File: src/rtl/raycast_pkg.sv
// Shared constants and helpers for the raycaster angle/pose datapath.
// Angles are carried internally as unsigned 1/8-degree counts (a8).
package raycast_pkg;

    localparam int ANGLE_W = 10;
    localparam int POS_W   = 13;
    localparam int A8_W    = 12;
    localparam int COL_W   = 8;

    // One full turn in 1/8-degree units, and thousandths per eighth.
    localparam logic [A8_W-1:0]    ANGLE_FULL_EIGHTHS = 12'd2880;
    localparam logic [ANGLE_W-1:0] FRAC_STEP          = 10'd125;

    // Pose presented while idle after reset: (96, 96) facing 90.000 deg.
    localparam logic [POS_W-1:0]   RESET_POS     = 13'd96;
    localparam logic [ANGLE_W-1:0] RESET_ANGLE_X = 10'd90;
    localparam logic [ANGLE_W-1:0] RESET_ANGLE_Y = 10'd0;
    localparam logic [A8_W-1:0]    RESET_A8      = 12'd720;

    // Sweep FSM encoding.
    localparam logic [1:0] ST_IDLE = 2'd0;
    localparam logic [1:0] ST_LOAD = 2'd1;
    localparam logic [1:0] ST_EMIT = 2'd2;
    localparam logic [1:0] ST_DONE = 2'd3;

    // Thousandths {0,125,..,875} -> eighths 0..7 by threshold compare.
    function automatic logic [2:0] frac_to_eighths(
        input logic [ANGLE_W-1:0] frac
    );
        logic [2:0] e;
        if (frac >= FRAC_STEP * 10'd7)      e = 3'd7;
        else if (frac >= FRAC_STEP * 10'd6) e = 3'd6;
        else if (frac >= FRAC_STEP * 10'd5) e = 3'd5;
        else if (frac >= FRAC_STEP * 10'd4) e = 3'd4;
        else if (frac >= FRAC_STEP * 10'd3) e = 3'd3;
        else if (frac >= FRAC_STEP * 10'd2) e = 3'd2;
        else if (frac >= FRAC_STEP)         e = 3'd1;
        else                                e = 3'd0;
        return e;
    endfunction

    // Eighths 0..7 -> thousandths 0..875.
    function automatic logic [ANGLE_W-1:0] eighths_to_frac(
        input logic [2:0] e
    );
        logic [ANGLE_W-1:0] f;
        unique case (e)
            3'd0: f = 10'd0;
            3'd1: f = 10'd125;
            3'd2: f = 10'd250;
            3'd3: f = 10'd375;
            3'd4: f = 10'd500;
            3'd5: f = 10'd625;
            3'd6: f = 10'd750;
            3'd7: f = 10'd875;
            default: f = 10'd0;
        endcase
        return f;
    endfunction

endpackage

File: src/rtl/angle_mod_addsub.sv
// Combinational a +/- b on 1/8-degree angles, wrapped into 0..2879.
// Both operands are assumed already inside one turn.
module angle_mod_addsub
    import raycast_pkg::*;
(
    input  logic [A8_W-1:0] a,
    input  logic [A8_W-1:0] b,
    input  logic            sub,
    output logic [A8_W-1:0] y
);

    logic [A8_W:0] sum;
    logic [A8_W:0] diff;
    logic [A8_W:0] full;

    // Single conditional correction is enough since |a op b| < 2 turns.
    always_comb begin
        full = {1'b0, ANGLE_FULL_EIGHTHS};
        sum  = {1'b0, a} + {1'b0, b};
        diff = {1'b0, a} - {1'b0, b};
        y    = a;
        if (sub) begin
            if (diff[A8_W]) y = 12'(diff + full);
            else            y = diff[A8_W-1:0];
        end else begin
            if (sum >= full) y = 12'(sum - full);
            else             y = sum[A8_W-1:0];
        end
    end

endmodule

File: src/rtl/ray_angle_generator.sv
// Per-frame ray sweep: snapshots pose on frame_start, then emits one
// ray angle per column, leftmost first, over a valid/ready handshake.
module ray_angle_generator
    import raycast_pkg::*;
#(
    parameter int NUM_COLUMNS  = 160,
    parameter int FOV_EIGHTHS  = 480,
    parameter int STEP_EIGHTHS = 3
) (
    input  logic        clock,
    input  logic        reset,
    input  logic        frame_start,
    input  logic [12:0] playerX,
    input  logic [12:0] playerY,
    input  logic [9:0]  angle_X,
    input  logic [9:0]  angle_Y,
    input  logic        ray_ready,
    output logic        ray_valid,
    output logic [7:0]  ray_column,
    output logic [9:0]  ray_angle_X,
    output logic [9:0]  ray_angle_Y,
    output logic [12:0] ray_playerX,
    output logic [12:0] ray_playerY,
    output logic        busy,
    output logic        frame_done
);

    localparam logic [A8_W-1:0]  HALF_FOV = 12'(FOV_EIGHTHS / 2);
    localparam logic [A8_W-1:0]  STEP     = 12'(STEP_EIGHTHS);
    localparam logic [COL_W-1:0] LAST_COL = 8'(NUM_COLUMNS - 1);

    logic [1:0]       state_q,  state_d;
    logic [A8_W-1:0]  a8_q,     a8_d;
    logic [A8_W-1:0]  snap_a8_q, snap_a8_d;
    logic [COL_W-1:0] col_q,    col_d;
    logic [POS_W-1:0] px_q,     px_d;
    logic [POS_W-1:0] py_q,     py_d;

    logic [A8_W-1:0]  in_a8;
    logic [A8_W-1:0]  a8_left;
    logic [A8_W-1:0]  a8_next;
    logic             handshake;
    logic             last_col;

    assign handshake = (state_q == ST_EMIT) && ray_ready;
    assign last_col  = (col_q == LAST_COL);

    // Input angle (degrees + thousandths) folded into eighths.
    assign in_a8 = 12'({angle_X, 3'b000})
                 + {9'd0, frac_to_eighths(angle_Y)};

    // Leftmost ray: snapshot angle plus half the field of view.
    angle_mod_addsub u_add_half_fov (
        .a   (snap_a8_q),
        .b   (HALF_FOV),
        .sub (1'b0),
        .y   (a8_left)
    );

    // Next column to the right: one step clockwise.
    angle_mod_addsub u_sub_step (
        .a   (a8_q),
        .b   (STEP),
        .sub (1'b1),
        .y   (a8_next)
    );

    // Sweep sequencing; frame_start outside IDLE is dropped.
    always_comb begin
        state_d = state_q;
        unique case (state_q)
            ST_IDLE: if (frame_start) state_d = ST_LOAD;
            ST_LOAD: state_d = ST_EMIT;
            ST_EMIT: if (handshake && last_col) state_d = ST_DONE;
            ST_DONE: state_d = ST_IDLE;
            default: state_d = ST_IDLE;
        endcase
    end

    // Datapath next values: snapshot, initial ray, per-column step.
    always_comb begin
        a8_d      = a8_q;
        snap_a8_d = snap_a8_q;
        col_d     = col_q;
        px_d      = px_q;
        py_d      = py_q;
        unique case (state_q)
            ST_IDLE: begin
                if (frame_start) begin
                    snap_a8_d = in_a8;
                    px_d      = playerX;
                    py_d      = playerY;
                end
            end
            ST_LOAD: begin
                a8_d  = a8_left;
                col_d = '0;
            end
            ST_EMIT: begin
                if (handshake && !last_col) begin
                    a8_d  = a8_next;
                    col_d = col_q + 8'd1;
                end
            end
            default: ;
        endcase
    end

    // FSM state register.
    always_ff @(posedge clock) begin
        if (reset) state_q <= ST_IDLE;
        else       state_q <= state_d;
    end

    // Datapath registers: ray angle, column and pose snapshot.
    always_ff @(posedge clock) begin
        if (reset) begin
            a8_q      <= RESET_A8;
            snap_a8_q <= RESET_A8;
            col_q     <= '0;
            px_q      <= RESET_POS;
            py_q      <= RESET_POS;
        end else begin
            a8_q      <= a8_d;
            snap_a8_q <= snap_a8_d;
            col_q     <= col_d;
            px_q      <= px_d;
            py_q      <= py_d;
        end
    end

    assign ray_valid   = (state_q == ST_EMIT);
    assign busy        = (state_q != ST_IDLE);
    assign frame_done  = (state_q == ST_DONE);
    assign ray_column  = col_q;
    assign ray_angle_X = {1'b0, a8_q[A8_W-1:3]};
    assign ray_angle_Y = eighths_to_frac(a8_q[2:0]);
    assign ray_playerX = px_q;
    assign ray_playerY = py_q;

endmodule

File: config.mk
export PLATFORM = sky130hd
export DESIGN_NAME = ray_angle_generator
export DESIGN_NICKNAME = d
export VERILOG_FILES = /design/src/rtl/raycast_pkg.sv /design/src/rtl/angle_mod_addsub.sv /design/src/rtl/ray_angle_generator.sv
export SDC_FILE = /design/constraint.sdc
export NUM_CORES = 1
export LEC_CHECK = 0
export ABC_AREA = 1
export ABC_CLOCK_PERIOD_IN_PS = 3150
export CAP_MARGIN = 30
export CORE_AREA = 2 2 166 87
export CTS_CLUSTER_DIAMETER = 60
export DETAILED_ROUTE_END_ITERATION = 10
export DIE_AREA = 0 0 168 89
export GPL_ROUTABILITY_DRIVEN = 1
export HOLD_SLACK_MARGIN = 0.03
export PLACE_DENSITY = 0.8
export SLEW_MARGIN = 20
export SYNTH_ARGS = -nofsm -noshare
export SYNTH_HDL_FRONTEND = slang
export SYNTH_HIERARCHICAL = 1
export SYNTH_SLANG_ARGS = --single-unit
File: constraint.sdc
create_clock -name clock -period 3.15 [get_ports clock]
set_input_delay 0.315 -clock clock [delete_from_list [all_inputs] [get_ports clock]]
set_output_delay 0.315 -clock clock [all_outputs]
set_load 0.05 [all_outputs]
==> results of run 1 <==
final timing paths:
kind / startpoint / to / slack (ns)
worst max register to register: snap_a8_q[6] / a8_q[7] / 0.29
worst max-delay path: snap_a8_q[6] / a8_q[7] / 0.29
worst min-delay path: ray_playerX[1] / ray_playerX[1] / 0.48
worst min register to register: ray_playerX[1] / ray_playerX[1] / 0.48
worst min-delay path, stage by stage (launching register included):
cell	delay, ns
dfxtp_1	0.32
nor2_1	0.04
nor2_1	0.08
through the flow:
stage	worst slack [ns]	std cells	total power, uW	utilization (%)	instance area [um^2]
floorplan	0.603	1228	5870	-	7540
global placement	0.349	1463	6740	63.8	8500
detailed placement	0.264	1463	6890	63.8	8500
CTS	0.206	1479	8020	66.2	8820
global route	0.0232	1479	8860	66.2	8820
finish	0.288	1479	8160	66.2	8820
power by group through the flow:
| stage | Sequential, uW | Combinational [uW] | Clock (uW) |
|---|---|---|---|
| floorplan | 1730 | 4140 | 0 |
| global placement | 1310 | 5430 | 0 |
| detailed placement | 1320 | 5570 | 0 |
| CTS | 1300 | 5600 | 1120 |
| global route | 1330 | 6360 | 1170 |
| finish | 1300 | 5750 | 1110 |
placed cells by master (no fill, tap or decap), drive strengths merged, types with 10 or more instances in the layout:
master | synthesis | final
nand2 | 355 | 355
inv | 166 | 167
nor2 | 138 | 138
nand3 | 122 | 122
clkdlybuf4s50 | 0 | 104
o21ai | 75 | 75
dfxtp | 69 | 69
ha | 62 | 62
conb | 2 | 53
a21oi | 44 | 44
nand4 | 16 | 16
xor2 | 16 | 16
a31oi | 13 | 13
nor3 | 12 | 12
o211ai | 10 | 10
layer usage:
layer  vias to the layer above  GRT usage (%)
met4                         0           6.72
met3                        28           4.38
met1                      3384           33.9
met2                       245           42.6
li1                       3912              -
met5                         -              0
sequential cells by signal (all words and copies together) (netlist names):
name,flops
state_q,2
a8_q,12
ray_playerY,13
snap_a8_q,12
ray_column,8
ray_angle_Y,9
ray_playerX,13
area by class of cell:
cell class	instances	area share (%)
clock buffer	9	2.55
clock inverter	7	1.12
inverter	167	7.36
multi-input combinational	941	58.4
sequential	69	15.7
tap	176	2.50
timing repair buffer	110	12.4
kinds of logic (layout without fill, tap and decap cells):
kind of cell / Yosys count / count (layout) / synth area share (%)
other: 2 / 53 / 0.102
and+or+nand+nor: 651 / 651 / 40.3
muxes: 2 / 2 / 0.272
DFF: 69 / 69 / 18.8
AOI/OAI and AO/OA: 151 / 151 / 12.8
adders and majority gates: 66 / 66 / 11.6
buffers and inverters: 218 / 293 / 13.8
xor gates and xnor gates: 18 / 18 / 2.35
==> impl_metrics.yaml, run 1 <==
setup_path:
  critPathCaptureType: "flop"
  cpMostUsedCell: "nand2_1"
  critPathMaxStageDelay_ns: 0.35
  crit_path_top_delay_cell: "ha_1"
  crit_chain: "ha_1 > inv_4 > nand2_1 > nand2_2 > nor2_1 > nand2_1 > nand3_1 > nand2_1 > ha_1 > nand3_1 > nor2_1 > nand3_1 > nor2_1 > nand3_2 > nor2_4 > nand2_1 > nand3_2 > nand2_1 > nand3_1 > nand2_1 > o211ai_2 > nand3_1"
  worst-path-buf-inv: 1
  critPathMaxFanout: 5
  start_kind: "flop"
  crit_type: "flop to flop"
  cpLargestDelayFamily: "simple AND/OR/NAND/NOR gates"
  reg2regPathDepth: 22
  cp_num_cells: 22
  worst-endpoint-required_ns: 3.36
  cp.arrival_ns: 3.07
clock_network:
  cts_num_sinks: 69
  cts-resized-gates: 0
  cts_buffers: 9
  htreeDepth: 3
  cts_tree: "yes"
  cts_root_buf: "clkbuf_16"
  ctsHoldBuffers: 0
  clockBufferDepth: 2
  post_cts_buffers: 0
  worstSkewPairLatency_ns: 0.34
  path_clk_slew_ns: 0.06
grt:
  grt_start_max_net_pins: 45
  grtUsageTotal_pct: 25.2
  antenna_found_initial: 0
  grt_overflow: 0
  grt_pass1_wl_mm: 31.1
  grt_pass1_vias: 6788
die:
  start_util_pct: 55.2
  ioPinCount: 107
  rows: 30
  dieArea_um2: 15000
  die_width_um: 168
  die-height_um: 89
  core_area_um2: 13300
worst_hold_path:
  holdPathStages: 2
  min_path_type: "flop to flop"
timing:
  hold_viol_final: 0
  slew_headroom_pct: 44.3
  max_slew.worst_pin.slew_ns: 0.835
  rsz0062_at_grt: "no"
  timing.fmax_mhz: 349
  maxSlewViolCount: 0
  finalSetupTns_ns: 0
  setup_violations: 0
  timing.final.crit_share_pct: 90.8
  whs_ns: 0.483
  skew_ns: 0.00453
  min_period_ns: 2.86
route:
  drt-initial-drc-count: 596
  via_per_inst: 5.12
  first_pass_iters: 5
  m1WireLength_mm: 8.78
  wl_per_cell_um: 12.8
  routed.top_layer: "met4"
  ant_nets: 0
  wl_met3_mm: 1.32
  drc: 0
  vias: 7569
  wl_mm: 18.9
  wl_met2_mm: 8.46
synth:
  synth.largest_area_cell: "dfxtp_1"
  ys_seq_area_share_pct: 18.8
  synthesis.instances: 1177
  synth-warning-count: 6
  async_flop_share_pct: 0
  synth-edff-count: 0
  synth-seq-cells: 69
  synthFlopType: "dfxtp_1"
  synth_top_cell_area_share_pct: 18.8
  yosysMostFrequentCell: "nand2_1"
  syn_area_um2: 7350
  syn_area_per_cell_um2: 6.25
  synth_area_leaders: "dfxtp_1 (19%), nand2_1 (16%), ha_1 (11%)"
  synthTopCellsByCount: "nand2_1 (319), inv_1 (135), nor2_1 (122)"
  synth_cell_types: 43
layout:
  num-fill-cells: 1210
  diodes: 0
  area_growth_pct: 20.0
  seq_area_um2: 1380
  multi_input_comb_area_um2: 5150
  drive_gt1_share_pct: 11.1
  nNetsFinal: 1414
outcome:
  status: "finished, final reports clean"
run:
  maxCapViolCount: 0
power_and_ir_drop:
  power_switching_uw: 4460
  p_leak_uw: 0.00437
  pwr-share-seq_pct: 16.0
  power_density_nw_per_um2: 925
  clkPwrFrac_pct: 13.6
  p_int_uw: 3700
  swShare_pct: 54.6
  ir_drop_mv: 0.407
  combPwrFrac_pct: 70.5
placement:
  portBuffers: 104
  hpwl_mm: 15.1
  place.gp.congestion: 0.941
Note: power is estimated with default switching activity, not from simulation.
==> run 2: changes to the inputs <==
--- a/config.mk
+++ b/config.mk
@@ -13,6 +13,7 @@
 export DETAILED_ROUTE_END_ITERATION = 10
 export DIE_AREA = 0 0 168 89
 export GPL_ROUTABILITY_DRIVEN = 1
+export GPL_TIMING_DRIVEN = 0
 export HOLD_SLACK_MARGIN = 0.03
 export PLACE_DENSITY = 0.8
 export SLEW_MARGIN = 20
==> impl_metrics.yaml, run 2 (synthesized netlist as in run 1, its figures left out) <==
outcome:
  status: "finished, final reports clean"
setup_path:
  crit_chain: "ha_1 > buf_6 > inv_4 > nand2_1 > nand2_2 > nor2_1 > nand2_1 > nand3_1 > nand2_2 > ha_4 > nand3_1 > nor2_1 > nand3_1 > nor2_2 > nand3_2 > nor2_4 > nand2_1 > nand3_2 > nand2_1 > nand3_1 > nand2_1 > o211ai_2 > nand3_1"
  start_kind: "flop"
  critPathMaxFanout: 7
  cp.arrival_ns: 3.17
  reg2reg_to: "a8_q[7]"
  crit_path_top_delay_cell: "dfxtp_1"
  critPathCaptureType: "flop"
  r2r-start: "snap_a8_q[6]"
  worst-endpoint-required_ns: 3.34
  reg2regPathDepth: 23
  rrSetupSlack_ns: 0.17
  crit_type: "flop to flop"
  critPathMaxStageDelay_ns: 0.33
route:
  first_pass_iters: 7
  drt-initial-drc-count: 584
  wl_per_cell_um: 13.4
  ant_nets: 0
  via_per_inst: 5.22
  drc: 0
  vias: 7953
  wl_mm: 20.4
grt:
  grt_overflow: 0
  grt_pass1_wl_mm: 33.0
  grt_start_max_net_pins: 15
  grtUsageTotal_pct: 26.9
  grt_pass1_vias: 7201
  antenna_found_initial: 0
run:
  maxCapViolCount: 0
power_and_ir_drop:
  p_leak_uw: 0.00453
  ir_drop_mv: 0.421
  p_int_uw: 3840
  power_density_nw_per_um2: 923
  clkPwrFrac_pct: 12.3
  pwr-share-seq_pct: 15.6
  swShare_pct: 54.5
  totalPowerFinal_uw: 8430
  power_switching_uw: 4590
  combPwrFrac_pct: 72.1
worst_hold_path:
  min_path_type: "input pin to flop"
  holdPathStages: 2
  hold_path.startpoint: "reset"
  min_to: "a8_q[0]"
placement:
  hpwl_mm: 16.5
  place.gp.congestion: 0.931
  pre_cts_slack_ns: 0.166
  portBuffers: 103
layout:
  multi_input_comb_area_um2: 5170
  mostFrequentLayoutCells: "nand2_1 (317), inv_1 (134), nor2_1 (121)"
  area_growth_pct: 24.3
  nNetsFinal: 1460
  num-fill-cells: 1230
  diodes: 0
  final_core_util_pct: 68.6
  seq_area_um2: 1380
  drive_gt1_share_pct: 13.3
  final_common_cell: "nand2_1"
timing:
  slew_headroom_pct: 58.5
  hold_viol_final: 0
  whs_ns: 0.321
  setup_violations: 0
  timing.final.crit_share_pct: 94.7
  maxSlewViolCount: 0
  layout_setup_ws_ns: 0.166
  timing.fmax_mhz: 335
  max_slew.worst_pin.slew_ns: 0.622
  skew_ns: 0.00410
  min_period_ns: 2.98
clock_network:
  cts_tree: "yes"
  worstSkewPairLatency_ns: 0.34
  ctsHoldBuffers: 0
  cts_num_sinks: 69
  path_clk_slew_ns: 0.06
  clockBufferDepth: 2
  cts_root_buf: "clkbuf_16"
  htreeDepth: 3
  cts_buffers: 9
die:
  start_util_pct: 55.2
  rows: 30
  ioPinCount: 107
  die-height_um: 89
  core_area_um2: 13300
  die_width_um: 168
  dieArea_um2: 15000
[run 2: cell count changes in the layout (fill, tap and decap cells not counted), sizes merged]
cell / change
buf: +34
clkbuf: +13
clkinv: -2
clkinvlp: +1
inv: +2
clkdlybuf4s50: -1
bufinv: -1
[run 2: stage by stage]
stage / cell area (um^2) / std cells / setup TNS [ns]
2_1_floorplan: 7540 / 1228 / 0
3_3_place_gp: 8800 / 1507 / 0
3_5_place_dp: 8800 / 1507 / 0
4_1_cts: 9100 / 1523 / 0
5_1_grt: 9140 / 1525 / -0.202
6_report: 9140 / 1525 / 0
[run 2: critical path, delay by kind of cell, from the launching register on]
family / cells / cell delay, ns
adder cells (fa/ha/maj): 2 / 0.46
AO/OA/AOI/OAI: 1 / 0.14
flip-flops: 1 / 0.33
buffers and inverters: 2 / 0.22
AND/OR/NAND/NOR: 18 / 1.68
[run 2: worst max-delay path by stage]
stage | startpoint | end | slack (ns)
3_5_place_dp | snap_a8_q[6] | a8_q[7] | 0.17
4_1_cts | snap_a8_q[6] | a8_q[7] | 0.13
2_1_floorplan | snap_a8_q[6] | a8_q[6] | 0.60
5_1_grt | snap_a8_q[6] | a8_q[7] | -0.07
6_report | snap_a8_q[6] | a8_q[7] | 0.17
3_3_place_gp | snap_a8_q[6] | a8_q[7] | 0.19
[run 2: power by group through the flow]
stage	Clock (uW)	Combinational [uW]	Sequential [uW]
2_1_floorplan	0	4140	1730
3_3_place_gp	0	5690	1320
3_5_place_dp	0	5830	1330
4_1_cts	1050	5870	1320
5_1_grt	1090	6720	1350
6_report	1040	6080	1320
[run 2: layout make-up]
type | count | area share [%]
Sequential cell | 69 | 15.1
Timing Repair Buffer | 105 | 11.4
Buffer | 51 | 4.00
Inverter | 167 | 7.11
Multi-Input combinational cell | 941 | 56.6
Clock buffer | 9 | 2.46
Clock inverter | 7 | 0.904
Tap cell | 176 | 2.41
[run 2: what timing repair did]
action / CTS / global route
setup buffers: 0 / 2
hold endpoints to repair: 0 / 0
resized for setup: 0 / 6
setup endpoints to repair: 0 / 5
[run 2: routing by layer]
metal	GRT usage, %	vias up	wire, um
met5	0	-	0
met4	6.40	0	240
met3	4.87	26	1540
met2	48.2	288	9570
met1	34.3	3621	9060
li1	-	4018	-
==> run 3: changes to the inputs <==
--- a/config.mk
+++ b/config.mk
@@ -6,16 +6,17 @@
 export NUM_CORES = 1
 export LEC_CHECK = 0
 export ABC_AREA = 1
-export ABC_CLOCK_PERIOD_IN_PS = 3150
+export ABC_CLOCK_PERIOD_IN_PS = 2600
 export CAP_MARGIN = 30
-export CORE_AREA = 2 2 166 87
+export CORE_AREA = 2 2 173 90
 export CTS_CLUSTER_DIAMETER = 60
 export DETAILED_ROUTE_END_ITERATION = 10
-export DIE_AREA = 0 0 168 89
+export DIE_AREA = 0 0 175 92
 export GPL_ROUTABILITY_DRIVEN = 1
 export GPL_TIMING_DRIVEN = 0
 export HOLD_SLACK_MARGIN = 0.03
-export PLACE_DENSITY = 0.8
+export PLACE_DENSITY = 0.78
+export RECOVER_POWER = 100
 export SLEW_MARGIN = 20
 export SYNTH_ARGS = -nofsm -noshare
 export SYNTH_HDL_FRONTEND = slang
==> constraint.sdc (replaced) <==
create_clock -name clock -period 2.6 [get_ports clock]
set_input_delay 0.26 -clock clock [delete_from_list [all_inputs] [get_ports clock]]
set_output_delay 0.26 -clock clock [all_outputs]
set_load 0.05 [all_outputs]
==> impl_metrics.yaml, run 3 (synthesized netlist as in run 1, its figures left out) <==
setup_path:
  worst-path-buf-inv: 2
  cp_num_cells: 22
  crit_path_top_delay_cell: "dfxtp_4"
  critPathCaptureType: "flop"
  r2r-start: "snap_a8_q[6]"
  worst-endpoint-required_ns: 2.79
  cp-startpoint: "snap_a8_q[6]"
  critPathMaxFanout: 5
  critPathMaxStageDelay_ns: 0.38
  start_kind: "flop"
  crit_type: "flop to flop"
  reg2reg_to: "a8_q[6]"
  cp-endpoint: "a8_q[6]"
  cp.arrival_ns: 2.96
  cpMostUsedCell: "nand2_2"
  reg2regPathDepth: 22
  rrSetupSlack_ns: -0.16
  cpLargestDelayFamily: "simple AND/OR/NAND/NOR gates"
  crit_chain: "ha_4 > inv_6 > nand2_4 > nand2_4 > buf_6 > a21oi_4 > nand3_2 > nand2_2 > ha_4 > nand3_2 > nor2_1 > nand3_1 > nor2_2 > nand3_4 > nor2_4 > nand2_2 > nand3_4 > nand2_2 > nand3_2 > nand2_2 > o211ai_2 > nand3_1"
clock_network:
  cts_tree: "yes"
  worstSkewPairLatency_ns: 0.34
  clockBufferDepth: 2
  htreeDepth: 3
  cts_buffers: 9
  cts_root_buf: "clkbuf_16"
  path_clk_slew_ns: 0.07
  cts_num_sinks: 69
die:
  dieArea_um2: 16100
  start_util_pct: 49.5
  die_width_um: 175
  core_area_um2: 14900
  ioPinCount: 107
  rows: 32
  die-height_um: 92
timing:
  slew_headroom_pct: 51.9
  min_period_ns: 2.76
  setup_violations: 5
  max_slew.worst_pin.slew_ns: 0.715
  skew_ns: 0.0115
  hold_viol_final: 0
  timing.final.crit_share_pct: 106
  maxSlewViolCount: 0
  layout_setup_ws_ns: -0.164
  timing.fmax_mhz: 362
  finalSetupTns_ns: -0.507
  rsz0062_at_grt: "yes"
grt:
  grtUsageTotal_pct: 29.0
  antenna_found_initial: 0
  grt_start_max_net_pins: 14
  grt_pass1_vias: 7256
  grt_overflow: 0
  grt_pass1_wl_mm: 37.2
layout:
  final_common_cell: "nand2_1"
  num-fill-cells: 1372
  diodes: 0
  multi_input_comb_area_um2: 5410
  nNetsFinal: 1489
  drive_gt1_share_pct: 18.7
  fin_cells: 1582
  seq_area_um2: 1410
  area_growth_pct: 31.0
  final_core_util_pct: 64.8
  mostFrequentLayoutCells: "nand2_1 (302), inv_1 (132), nor2_1 (118)"
route:
  drt-initial-drc-count: 826
  first_pass_iters: 5
  drc: 0
  via_per_inst: 5.13
  ant_nets: 0
  wl_per_cell_um: 14.6
  vias: 8109
  wl_mm: 23.1
power_and_ir_drop:
  p_leak_uw: 0.00481
  ir_drop_mv: 0.865
  power_density_nw_per_um2: 1110
placement:
  placed_cells: 1535
  hpwl_mm: 18.0
  portBuffers: 103
  place.gp.congestion: 0.996
run:
  maxCapViolCount: 0
worst_hold_path:
  min_path_type: "input pin to flop"
outcome:
  violations: "setup timing"
  status: "finished, violations left"
-- run 3: layout make-up --
cell class,instances,share of cell area (%)
clock buffers,10,2.48
flip-flops and latches,69,14.6
well taps,204,2.65
multi-input cells,941,56.2
clock inverters,6,0.481
repair buffers,136,13.3
plain buffers,49,3.48
inverters,167,6.79
-- run 3: report_power, final --
part,internal (uW),switching [uW]
Sequential,1380,241
Combinational,2730,5150
Clock,679,528
-- run 3: worst reg2reg max path: cells and delay by family, from the launching register on --
kind | cells | cell delay (ns)
AO/OA/AOI/OAI | 2 | 0.23
adder cells (fa/ha/maj) | 2 | 0.33
buffers and inverters | 2 | 0.16
flip-flops | 1 | 0.38
AND/OR/NAND/NOR | 16 | 1.52
-- run 3: worst min-delay path by stage --
stage	start	end	slack, ns	cells after the start
finish	reset	a8_q[0]	0.26	2
global route	reset	ray_column[1]	0.29	2
CTS	reset	a8_q[0]	0.24	2
detailed placement	ray_playerX[5]	ray_playerX[5]	0.46	2
global placement	ray_playerX[6]	ray_playerX[6]	0.46	2
floorplan	playerX[5]	ray_playerX[5]	0.37	2
-- run 3: through the flow --
stage	hold slack [ns]	total power [uW]	cell area (um^2)	setup slack, ns
3_5_place_dp	0.460	8760	8830	-0.511
6_report	0.264	10700	9630	-0.164
3_3_place_gp	0.457	8630	8830	-0.490
4_1_cts	0.242	10200	9330	-0.158
2_1_floorplan	0.373	7110	7540	0.0534
5_1_grt	0.294	11600	9630	-0.317
-- run 3: per-layer routing --
metal	share of wire (%)	global-route usage (%)
met1	48	43.7
met2	37	38.0
met3	14	12.0
met4	0.63	4.58
met5	0	0
-- run 3: repair_timing --
item | CTS | global route
pin swaps | 22 | 29
gates cloned | 0 | 0
hold buffers | 0 | 0
setup endpoints to repair | 6 | 9
buffers inserted | 12 | 21
resized for setup | 32 | 57
